### src/rtl/access_ctrl.sv
// rtl/access_ctrl.sv - per-user resource access control with lockout after repeated denials
module access_ctrl #(
    parameter int UID_W       = 4,
    parameter int RID_W       = 4,
    parameter int NUM_RES     = 10,
    parameter int MULT        = 3,
    parameter int DENY_LIMIT  = 3,
    parameter int LOCK_CYCLES = 16
) (
    input  logic               clk,
    input  logic               rst,
    input  logic               req_valid,
    output logic               req_ready,
    input  logic [UID_W-1:0]   req_uid,
    input  logic               perm_we,
    input  logic [UID_W-1:0]   perm_uid,
    input  logic [NUM_RES-1:0] perm_mask,
    output logic               resp_valid,
    input  logic               resp_ready,
    output logic [RID_W-1:0]   resp_rid,
    output logic               resp_grant,
    output logic               resp_locked,
    output logic [7:0]         deny_total
);
    localparam int NUM_USERS = 1 << UID_W;
    localparam int CNT_W     = $clog2(DENY_LIMIT + 1);
    localparam int LOCK_W    = $clog2(LOCK_CYCLES + 1);

    typedef enum logic [1:0] {IDLE, EVAL, RESP} state_t;

    state_t             state_q, state_d;
    logic [UID_W-1:0]   uid_q, uid_d;
    logic [RID_W-1:0]   rid_q, rid_d;
    logic               grant_q, grant_d;
    logic               locked_q, locked_d;
    logic [7:0]         deny_total_q, deny_total_d;
    logic [NUM_RES-1:0] perm_q [NUM_USERS];
    logic [NUM_RES-1:0] perm_d [NUM_USERS];
    logic [CNT_W-1:0]   cnt_q  [NUM_USERS];
    logic [CNT_W-1:0]   cnt_d  [NUM_USERS];
    logic [LOCK_W-1:0]  lock_q [NUM_USERS];
    logic [LOCK_W-1:0]  lock_d [NUM_USERS];

    // Mapping product kept at 32 bits so uid*MULT never wraps before the modulus.
    logic [31:0]        prod;
    logic [RID_W-1:0]   eval_rid;
    logic               eval_locked;
    logic               eval_grant;

    assign prod        = 32'(uid_q) * 32'(MULT);
    assign eval_rid    = RID_W'(prod % 32'(NUM_RES));
    assign eval_locked = (lock_q[uid_q] != '0);
    assign eval_grant  = !eval_locked && perm_q[uid_q][eval_rid];

    always_comb begin
        state_d      = state_q;
        uid_d        = uid_q;
        rid_d        = rid_q;
        grant_d      = grant_q;
        locked_d     = locked_q;
        deny_total_d = deny_total_q;
        perm_d       = perm_q;
        cnt_d        = cnt_q;
        for (int u = 0; u < NUM_USERS; u++) begin
            lock_d[u] = (lock_q[u] != '0) ? lock_q[u] - LOCK_W'(1) : '0;
        end
        // Table write lands on the clock edge, so EVAL still reads the old row.
        if (perm_we) begin
            perm_d[perm_uid] = perm_mask;
        end

        case (state_q)
            IDLE: begin
                if (req_valid) begin
                    uid_d   = req_uid;
                    state_d = EVAL;
                end
            end
            EVAL: begin
                rid_d    = eval_rid;
                grant_d  = eval_grant;
                locked_d = eval_locked;
                state_d  = RESP;
                if (eval_grant) begin
                    cnt_d[uid_q] = '0;
                end else begin
                    if (deny_total_q != 8'hFF) begin
                        deny_total_d = deny_total_q + 8'd1;
                    end
                    if (!eval_locked) begin
                        if (cnt_q[uid_q] == CNT_W'(DENY_LIMIT - 1)) begin
                            cnt_d[uid_q]  = '0;
                            lock_d[uid_q] = LOCK_W'(LOCK_CYCLES);
                        end else begin
                            cnt_d[uid_q] = cnt_q[uid_q] + CNT_W'(1);
                        end
                    end
                end
            end
            RESP: begin
                if (resp_ready) begin
                    state_d = IDLE;
                end
            end
            default: state_d = IDLE;
        endcase
    end

    always_ff @(posedge clk or posedge rst) begin
        if (rst) begin
            state_q      <= IDLE;
            uid_q        <= '0;
            rid_q        <= '0;
            grant_q      <= 1'b0;
            locked_q     <= 1'b0;
            deny_total_q <= '0;
            for (int u = 0; u < NUM_USERS; u++) begin
                perm_q[u] <= '1;
                cnt_q[u]  <= '0;
                lock_q[u] <= '0;
            end
        end else begin
            state_q      <= state_d;
            uid_q        <= uid_d;
            rid_q        <= rid_d;
            grant_q      <= grant_d;
            locked_q     <= locked_d;
            deny_total_q <= deny_total_d;
            perm_q       <= perm_d;
            cnt_q        <= cnt_d;
            lock_q       <= lock_d;
        end
    end

    assign req_ready   = (state_q == IDLE);
    assign resp_valid  = (state_q == RESP);
    assign resp_rid    = rid_q;
    assign resp_grant  = grant_q;
    assign resp_locked = locked_q;
    assign deny_total  = deny_total_q;
endmodule

### config.mk
export PLATFORM = sky130hd
export DESIGN_NAME = access_ctrl
export DESIGN_NICKNAME = d
export VERILOG_FILES = /design/src/rtl/access_ctrl.sv
export SDC_FILE = /design/constraint.sdc
export NUM_CORES = 1
export LEC_CHECK = 0
export ABC_AREA = 1
export ABC_CLOCK_PERIOD_IN_PS = 9600
export CAP_MARGIN = 15
export CORE_MARGIN = 2
export CORE_UTILIZATION = 56
export DETAILED_ROUTE_END_ITERATION = 10
export PLACE_DENSITY_LB_ADDON = 0.15
export SLEW_MARGIN = 20
export SYNTH_ARGS = -nofsm -noshare
export SYNTH_HDL_FRONTEND = slang
export SYNTH_SLANG_ARGS = --single-unit
### constraint.sdc
create_clock -name clk -period 9.6 [get_ports clk]
set_input_delay 1.92 -clock clk [delete_from_list [all_inputs] [get_ports clk]]
set_output_delay 1.92 -clock clk [all_outputs]
set_load 0.05 [all_outputs]
======== After elaboration in Yosys (flattened, before gate mapping) ========
Cells that the tools add are included.
storage, ports and cells
  bits in registers ....................... 292
  bits of input ports ..................... 23
  output and inout port bits .............. 16
  word-level logic and storage cells ...... 165
cells by class
  add/sub/neg operators ................... 18
  $mul .................................... 1
  divide/modulo/power cells ............... 1
  magnitude comparators ................... 5
  eq/ne operators ......................... 7
  multiplexer cells ....................... 45
  bitwise gates (word level) .............. 8
  reductions and logical operators ........ 26
operators by type and width
  operator                                                                      count
  80-bit two-way mux                                                            4
  160-bit bitwise mux                                                           1
  32-bit two-way mux                                                            3
  5-bit two-way mux                                                             19
  5-bit nonzero test                                                            17
  5-bit by 1-bit subtractor with 5-bit output, second input constant            16
  64-bit bitwise AND                                                            1
  64-bit inverter                                                               1
  10-bit binary-select mux with 4-bit select                                    1
  10-bit demux with 4-bit select                                                1
  32-bit bitwise AND                                                            1
  32-bit bitwise mux                                                            1
  6-bit by 4-bit remainder unit with 32-bit output, second input constant       1
  32-bit inverter                                                               1
  10-bit two-way mux                                                            3
  5-bit binary-select mux with 4-bit select                                     1
  5-bit demux with 4-bit select                                                 1
  16-bit bitwise OR                                                             1
  5-bit greater-or-equal comparator, second input constant                      2
  5-bit by 1-bit less-than comparator with 1-bit output, second input constant  2
  2-bit two-way mux                                                             5
  4-bit inverter with 5-bit output                                              2
  8-bit by 1-bit adder with 8-bit output, second input constant                 1
  2-bit binary-select mux with 4-bit select                                     1
  18 further kinds                                                              24

======== Longest topological paths before layout ========
Gate-level depths: netlist of run 1.
  depth after elaboration ................. 11
  gate-level depth with buffers ........... 35
  mapped depth without buffers ............ 31

======== Worst setup path after synthesis of run 1 ========
No wires, ideal clock.
  path kind ............................... reg-to-reg
  from .................................... reg uid_q[1]
  to ...................................... reg cnt_q[13] (netlist bit)
  setup time .............................. 127 ps
  arrival ................................. 4,193 ps
  setup slack ............................. 5,280 ps
  cell stages (with the launch flop) ...... 34
  cells stage by stage .................... dfrtp_1 > buf_2 > inv_1 > buf_2 > buf_2 > buf_2 > fa_1 > xor2_2 > inv_1 > ha_1 > inv_1 > nand2_1 > ha_1 > inv_1 > nand2_1 > nand2_1 > inv_1 > nor2_1 > nand3_1 > nand2_1 > inv_1 > ha_1 > inv_1 > nand2_2 > xnor2_4 > inv_2 > nand2_4 > nand3_4 > buf_6 > nand2_4 > inv_2 > buf_6 > nand2_1 > o21ai_1
on the way
  longest elaborated chain between the ends .. 10
  elaborated cells on any way between the ends .. 32
  classes of those cells .................. 1 x add/sub; 1 x mul; 1 x div; 2 x order compare; 2 x eq/ne; 17 x mux; 3 x bitwise; 5 x reduce/logical
RTL lines
  element                                                                                    RTL line  source
  start, declared                                                                            32        logic [UID_W-1:0] uid_q, uid_d;
  start signal, assigned                                                                     124       uid_q <= uid_d;
  branches (longest 10 deep; another with 6-bit by 4-bit remainder unit with 32-bit output)  n/a
  end signal, assigned                                                                       130       cnt_q <= cnt_d;
  end, declared                                                                              39        logic [CNT_W-1:0] cnt_q [NUM_USERS];
Several ways; the timed one is not identified. The select of a mux whose other input is x is not followed.
A chain may end at the register's enable or synchronous reset.

==> metrics.csv, run 1 <==
metric,value,unit
fmax,182,MHz
rsz0062_at_grt,no,
antenna_found_initial,0,
synth_ff_type,dfstp_2,
clk_pin_slew,0.06,ns
ys_warn_count,0,
synth.yosys.seq_area_share,0.504,
post_cts_buffers,0,
final_cell_mix,"nand2_1, o21ai_0, inv_1",
synth_edf_count,0,
critPathArrivalTime,5.94,ns
slowest_stage,a21oi_2,
max_stage_delay,0.74,ns
hpwlAfterDp,21.5,mm
final_util,0.627,
r2r_cells,28,
p_int,3480,µW
tightest_slew,1.07,ns
critPathTopFamily,buffers and inverters,
timing.rr.start,uid_q[1],
p_per_area,390,nW/µm²
cts-root-buf,clkbuf_16,
setup_ws,4.10,ns
clk_latency,0.57,ns
swShare,0.453,
synthXorXnorAreaFrac,0.0196,
final_hold_viol_count,0,
rows,59,
tritoncts,yes,
cts_repair_resize_count,0,
core_region_area,26000,µm²
htree_levels,1,
worst_clock_skew,0.0169,ns
whs_endpoint,lock_q[70],
postRouteAntennaNets,0,
p_clk_frac,0.186,
syn_area,14800,µm²
slew_headroom,0.289,
area_delta_synth_final,10.3,%
die_w,166,µm
path_common_cell,nand2_1,
grt_pass1_vias,11354,
layout_min_cycle_time,5.50,ns
num_vias,11833,
p_leak,0.00755,µW
grt_overflow,0,
io_buffers,38,
synth_top_family_by_area,simple AND/OR/NAND/NOR gates,
drc_errors,0,
pre_cts_slack,4.12,ns
clockBufferDepth,3,
cp.required,10.03,ns
fin_tns_setup,0,ns
synth_fp_nets,1861,
cts_hold_buf,0,
finalSetupViolCount,0,
ys_types,50,
synthesis.instances,1803,
muxShareOfSynthArea,0,
grt_use_total,0.254,
nNetsFinal,1853,
peakVddDrop,0.354,mV
r2r_slack,4.10,ns
comb_power_share,0.507,
yosys.area_share.simple,0.226,
dieHeight,166,µm
p_sw,2880,µW
drive_gt1_frac,0.159,
place_congestion,0.836,
synth-compound-area-share,0.141,
hold_path_class,flip-flop to flip-flop,
grt_pass1_wl,58.0,mm
async_flop_share,1.00,
crit_type,flip-flop to flip-flop,
initial_core_util,0.569,
cts_made_buffers,31,
holdCritStartpoint,lock_q[70],
yosys.area_share.adder,0.0301,
antennaDiodeCount,0,
p_seq_frac,0.306,
grt_max_degree,190,
routed_via_density,5.49,
min_path_cells,1,
dr.pass1.iters,5,
start_kind,flip-flop,
fin_crit_sh,0.573,
syn-mean-instance-area,8.20,µm²
outcome,completed,
drtIter0Drc,999,
drv_slew,0,
routedWlPerCell,16.1,µm
timing.rr.end,lock_q[35],
drv_cap,0,
cp-end-kind,flip-flop,
wirelength,34.6,mm
finalPower,6360,µW
post-route-cell-area,16300,µm²
numClockSinks,290,
dieArea,27700,µm²
top_level_ports,39,
ys_ff_latch,290,
dpl_cell_area,15300,µm²
path_buf_inv,8,
final_common_cell,nand2_1,
path_max_fanout,57,
==> metal layers <==
metal	global-route usage	wire length [µm]
met2	0.417	16200
met5	0	0
met4	0.0847	1130
met1	0.356	15700
met3	0.0288	1580
==> flip-flops by register name, indices dropped and copies added, names as in the netlist <==
register,cells
perm_q,158
resp_rid,4
resp_locked,1
resp_grant,1
uid_q,4
state_q,2
deny_total,8
cnt_q,32
lock_q,80
==> synthesized netlist by cell type, drive strengths merged, types with 3 or more instances <==
cell / n / area (µm²)
nand2: 438 / 1700
o21ai: 241 / 1220
inv: 198 / 743
dfstp: 158 / 4150
nor2: 147 / 587
dfrtp: 132 / 3300
nand3: 123 / 668
a21oi: 109 / 591
clkbuf: 61 / 229
ha: 34 / 425
buf: 33 / 191
nor3: 15 / 75.1
xnor2: 15 / 150
xor2: 15 / 139
nand4: 14 / 87.6
nand3b: 13 / 97.6
or2: 10 / 62.6
o211ai: 7 / 52.6
a31oi: 6 / 37.5
nor4: 5 / 31.3
o221ai: 5 / 43.8
o31ai: 5 / 37.5
a22oi: 3 / 22.5
==> cell type report <==
cell class | instances | area, µm²
fill | 2326 | 9680
tap | 335 | 419
sequential | 290 | 7460
multi-input combinational | 1220 | 6160
inverter | 199 | 751
clock buffer | 49 | 903
timing repair buffer | 53 | 505
clock inverter | 9 | 101
==> per-stage QoR <==
step	instances	hold slack [ns]
floorplan	1803	0.402
global placement	2097	0.414
detailed placement	2097	0.417
CTS	2155	0.425
global route	2155	0.451
finish	2155	0.422
==> worst max path at each step <==
stage	from	end	cells after the start
finish	uid_q[1]	lock_q[35]	28
global route	uid_q[1]	lock_q[37]	28
CTS	uid_q[1]	lock_q[35]	28
detailed placement	uid_q[1]	lock_q[35]	27
global placement	uid_q[1]	lock_q[35]	27
floorplan	rst	cnt_q[0]	1
==> kinds of logic (layout without fill, tap and decap cells) <==
logic type / after synthesis / count (layout)
buffers and inverters: 293 / 310
adders and majority gates: 35 / 35
xor gates and xnor gates: 30 / 30
DFF: 290 / 290
and+or+nand+nor: 770 / 770
AOI/OAI and AO/OA: 385 / 385
==> power groups by stage <==
| stage | registers [µW] | clock network (µW) | logic, µW |
|---|---|---|---|
| after floorplan | 1960 | 0 | 2580 |
| after global placement | 1950 | 0 | 3120 |
| after detailed placement | 1960 | 0 | 3200 |
| after CTS | 1950 | 1200 | 3220 |
| after global routing | 2000 | 1250 | 3650 |
| final | 1950 | 1180 | 3230 |
Note: power is estimated with default switching activity, not from simulation.
==> run 2: changes to the inputs <==
ABC_CLOCK_PERIOD_IN_PS = 4900   (was 9600)
clock period = 4.9 ns   (was 9.6 ns; I/O delays follow)
==> metrics.csv, run 2 (synthesis gave the netlist of run 1 again) <==
metric,value,unit,change
timing.rr.end,lock_q[36],,
antennaDiodeCount,0,,unchanged
path_max_fanout,11,,-81%
rows,59,,unchanged
clockBufferDepth,3,,unchanged
start_kind,flip-flop,,
regMostFlops,perm_q,,
drv_slew,0,,unchanged
fin_tns_setup,0,ns,unchanged
cts_made_buffers,31,,unchanged
numClockSinks,290,,unchanged
wirelength,35.4,mm,+2.2%
finalPower,12700,µW,+99%
largest_reg_flops,158,,unchanged
top_level_ports,39,,unchanged
layout_min_cycle_time,4.40,ns,-1.10 ns
dieHeight,166,µm,unchanged
grt_use_total,0.260,,+0.00546
max_stage_delay,0.43,ns,-0.31 ns
final_hold_viol_count,0,,unchanged
fmax,227,MHz,+25%
finalSetupViolCount,0,,unchanged
hold_path_class,flip-flop to flip-flop,,
initial_core_util,0.569,,unchanged
reg_top3,"perm_q x158, lock_q x80, cnt_q x32",,
routed_via_density,5.47,,-0.31%
htree_levels,1,,unchanged
cp-end-kind,flip-flop,,
routedWlPerCell,16.4,µm,+2.2%
p_per_area,771,nW/µm²,+98%
slowest_stage,fa_1,,
path_common_cell,nand2_1,,
drv_cap,0,,unchanged
p_leak,0.00762,µW,+0.94%
fin_crit_sh,0.899,,+0.325
outcome,completed,,
slew_headroom,0.257,,-0.0322
tritoncts,yes,,
die_w,166,µm,unchanged
cts_repair_resize_count,0,,unchanged
drc_errors,0,,unchanged
holdCritStartpoint,lock_q[5],,
dieArea,27700,µm²,unchanged
clk_latency,0.57,ns,about the same
final_cell_mix,"nand2_1, o21ai_0, inv_1",,
min_path_cells,1,,unchanged
r2r_cells,28,,unchanged
num_vias,11796,,-0.31%
clk_pin_slew,0.06,ns,about the same
rsz0062_at_grt,no,,
antenna_found_initial,0,,unchanged
area_delta_synth_final,11.3,%,
cts-root-buf,clkbuf_16,,
grt_pass1_wl,59.2,mm,+2.0%
hpwlAfterDp,21.8,mm,+0.98%
nNetsFinal,1853,,unchanged
tightest_slew,1.11,ns,+0.0471 ns
drtIter0Drc,929,,-7.0%
grt_overflow,0,,unchanged
whs_endpoint,lock_q[5],,
peakVddDrop,0.630,mV,+78%
postRouteAntennaNets,0,,unchanged
place_congestion,0.882,,+5.6%
drive_gt1_frac,0.164,,+0.00549
core_region_area,26000,µm²,unchanged
grt_max_degree,198,,+4.2%
cts_hold_buf,0,,unchanged
grt_pass1_vias,11466,,+0.99%
final_common_cell,nand2_1,,
r2r_slack,0.50,ns,-3.60 ns
crit_type,flip-flop to flip-flop,,
timing.rr.start,uid_q[0],,
critPathArrivalTime,4.85,ns,-1.09 ns
worst_clock_skew,0.0109,ns,-0.00604 ns
post_cts_buffers,0,,unchanged
io_buffers,38,,unchanged
cp.required,5.34,ns,-4.69 ns
dr.pass1.iters,6,,+1
run 2: changes by cell type in the layout (fill, tap and decap cells not counted), moves of 2 or more:
cell       delta
nor2_2        +4
clkbuf_1      -6
clkinv_2      +2
buf_4         -2
clkbuf_16     +3
clkbuf_8      +2
nor2_1        -4
run 2: layout make-up:
class / instances / area (µm²)
sequential: 290 / 7460
multi-input combinational: 1220 / 6180
clock inverter: 10 / 115
tap: 335 / 419
clock buffer: 48 / 983
timing repair buffer: 53 / 538
fill: 2278 / 9540
inverter: 199 / 751
run 2: stage by stage:
step	utilization	hold slack, ns	instances	area (µm²)	setup WS [ns]
3_5_place_dp	0.590	0.418	2096	15300	0.575
6_report	0.633	0.422	2155	16400	0.497
2_1_floorplan	-	0.402	1803	14800	0.202
3_3_place_gp	0.590	0.414	2096	15300	0.707
4_1_cts	0.632	0.426	2154	16400	0.549
5_1_grt	0.633	0.432	2155	16400	0.101
run 2: routing by layer:
layer | global-route usage | routed length [µm]
met1 | 0.367 | 16100
met2 | 0.423 | 16600
met3 | 0.0321 | 1780
met4 | 0.0783 | 919
met5 | 0 | 0
run 2: critical path, delay by kind of cell, from the launching register on:
family,cells,cell delay (ns)
adder cells (fa/ha/maj),5,1.41
AND/OR/NAND/NOR,12,1.08
buffers and inverters,7,0.71
flip-flops,1,0.41
AO/OA/AOI/OAI,3,0.38
XOR/XNOR,1,0.27
run 2: worst max path at each step:
| stage | from | to |
|---|---|---|
| 4_1_cts | uid_q[2] | lock_q[36] |
| 5_1_grt | uid_q[0] | lock_q[36] |
| 3_3_place_gp | uid_q[2] | lock_q[36] |
| 6_report | uid_q[0] | lock_q[36] |
| 2_1_floorplan | rst | cnt_q[0] |
| 3_5_place_dp | uid_q[0] | lock_q[36] |
run 2: report_power, final:
group | total, µW | switching, µW | internal, µW
Clock | 2470 | 979 | 1490
Sequential | 3770 | 421 | 3350
Combinational | 6430 | 4290 | 2150
==> run 3: changes to the inputs <==
PLACE_DENSITY = 0.76   (was unset)
PLACE_DENSITY_LB_ADDON = unset   (was 0.15)
==> metrics.csv, run 3 (synthesis gave the netlist of run 1 again) <==
metric,value,unit,change
dieHeight,166,µm,unchanged
critPathArrivalTime,5.00,ns,+0.15 ns
routed_via_density,5.55,,+1.4%
grt_max_degree,103,,-48%
num_vias,11994,,+1.7%
largest_reg_flops,158,,unchanged
layout_min_cycle_time,4.57,ns,+0.167 ns
grt_pass1_vias,11599,,+1.2%
cp.required,5.33,ns,about the same
outcome,completed,,
cts_made_buffers,31,,unchanged
initial_core_util,0.569,,unchanged
cts-root-buf,clkbuf_16,,
finalPower,12800,µW,+0.96%
start_kind,flip-flop,,
nFillCells,2204,,-3.2%
top_level_ports,39,,unchanged
numClockSinks,290,,unchanged
cts_hold_buf,0,,unchanged
htree_levels,1,,unchanged
drv_cap,0,,unchanged
postRouteAntennaNets,0,,unchanged
grt_overflow,0,,unchanged
antenna_found_initial,1,,+1
tightest_slew,1.04,ns,-0.0764 ns
final_hold_viol_count,0,,unchanged
crit_type,flip-flop to flip-flop,,
antennaDiodeCount,0,,unchanged
reg_top3,"perm_q x158, lock_q x80, cnt_q x32",,
drive_gt1_frac,0.165,,+0.00110
area_delta_synth_final,11.8,%,
drtIter0Drc,1117,,+20%
place_congestion,0.900,,+2.0%
drv_slew,0,,unchanged
io_buffers,38,,unchanged
hpwlAfterDp,21.8,mm,+0.43%
dieArea,27700,µm²,unchanged
final_common_cell,nand2_1,,
p_per_area,774,nW/µm²,+0.50%
cp-end-kind,flip-flop,,
core_region_area,26000,µm²,unchanged
clk_latency,0.57,ns,about the same
finalSetupViolCount,0,,unchanged
peakVddDrop,0.763,mV,+21%
grt_use_total,0.251,,-0.00835
path_max_fanout,11,,unchanged
dr.pass1.iters,5,,-1
rsz0062_at_grt,no,,
setup_ws,0.331,ns,-0.167 ns
slew_headroom,0.307,,+0.0497
final_cell_mix,"nand2_1, o21ai_0, inv_1",,
drc_errors,0,,unchanged
p_leak,0.00766,µW,+0.45%
fmax,219,MHz,-3.6%
rows,59,,unchanged
fin_tns_setup,0,ns,unchanged
clk_pin_slew,0.06,ns,about the same
wirelength,34.9,mm,-1.2%
nNetsFinal,1860,,+0.38%
grt_pass1_wl,57.7,mm,-2.5%
r2r_slack,0.33,ns,-0.17 ns
pre_cts_slack,0.397,ns,-0.178 ns
hold_path_class,flip-flop to flip-flop,,
worst_clock_skew,0.0197,ns,+0.00880 ns
tritoncts,yes,,
routedWlPerCell,16.2,µm,-1.5%
fin_crit_sh,0.933,,+0.0340
regMostFlops,perm_q,,
die_w,166,µm,unchanged
clockBufferDepth,3,,unchanged
run 3: changes by cell type in the layout (fill, tap and decap cells not counted), moves of 2 or more:
| cell | delta |
|---|---|
| buf_4 | +5 |
| bufinv_16 | +4 |
| buf_12 | +3 |
| clkbuf_16 | -3 |
| clkinv_2 | -2 |
| nor2_1 | +2 |
| nor2_2 | -2 |
run 3: worst paths after layout:
| path | startpoint | to | cells after the start |
|---|---|---|---|
| hold / removal | lock_q[0] | lock_q[0] | 1 |
| max in group asynchronous | rst | perm_q[19] | 4 |
| setup / recovery | uid_q[2] | lock_q[38] | 27 |
| min in group asynchronous | rst | lock_q[66] | 2 |
| hold reg to reg | lock_q[0] | lock_q[0] | 1 |
| setup reg to reg | uid_q[2] | lock_q[38] | 27 |
run 3: timing repair:
item                                    in CTS  in global routing
gates resized for setup                      0                  1
hold endpoints to repair                     0                  0
endpoints found under the setup margin       0                 54
setup buffers                                0                  1
run 3: worst max-delay path, cell delays in order (launching register included):
cell and delay [ns]:
dfrtp_1 0.67, inv_1 0.20, fa_1 0.49, xor2_2 0.26
inv_1 0.11, ha_1 0.19, inv_1 0.07, nand2_1 0.05
ha_1 0.27, inv_1 0.05, nand2_1 0.04, nand2_1 0.09
inv_1 0.05, nor2_1 0.15, nand2_1 0.09, nand2_1 0.08
nand2_1 0.10, inv_1 0.07, ha_1 0.23, nand2_1 0.09
o21ai_2 0.07, nand3_1 0.12, nand3_4 0.11, a21oi_2 0.13
buf_4 0.26, nand2_1 0.10, o21ai_0 0.19, nor2_1 0.09
run 3: area by class of cell:
cell class,instances,area [µm²],area share
Multi-Input combinational cell,1220,6170,0.374
Sequential cell,290,7460,0.452
Clock buffer,45,898,0.0544
Clock inverter,12,214,0.0130
Inverter,199,751,0.0454
Timing Repair Buffer,60,608,0.0368
Tap cell,335,419,0.0254
run 3: where the power goes:
part	internal (µW)	leakage, µW	switching, µW
combinational	2170	0.00377	4300
clock	1580	0.000549	962
sequential	3350	0.00333	435
run 3: layer usage:
metal,part of all wire,wire length [µm],track usage
met2,0.47,16400,0.417
met4,0.026,909,0.0750
met5,0,0,0
met3,0.051,1790,0.0280
met1,0.45,15900,0.351
run 3: metrics by stage:
step	util	cell area, µm²	cells	hold WS [ns]
floorplan	-	14800	1803	0.402
global placement	0.593	15400	2103	0.415
detailed placement	0.593	15400	2103	0.419
CTS	0.635	16500	2160	0.428
global route	0.636	16500	2161	0.438
finish	0.636	16500	2161	0.425
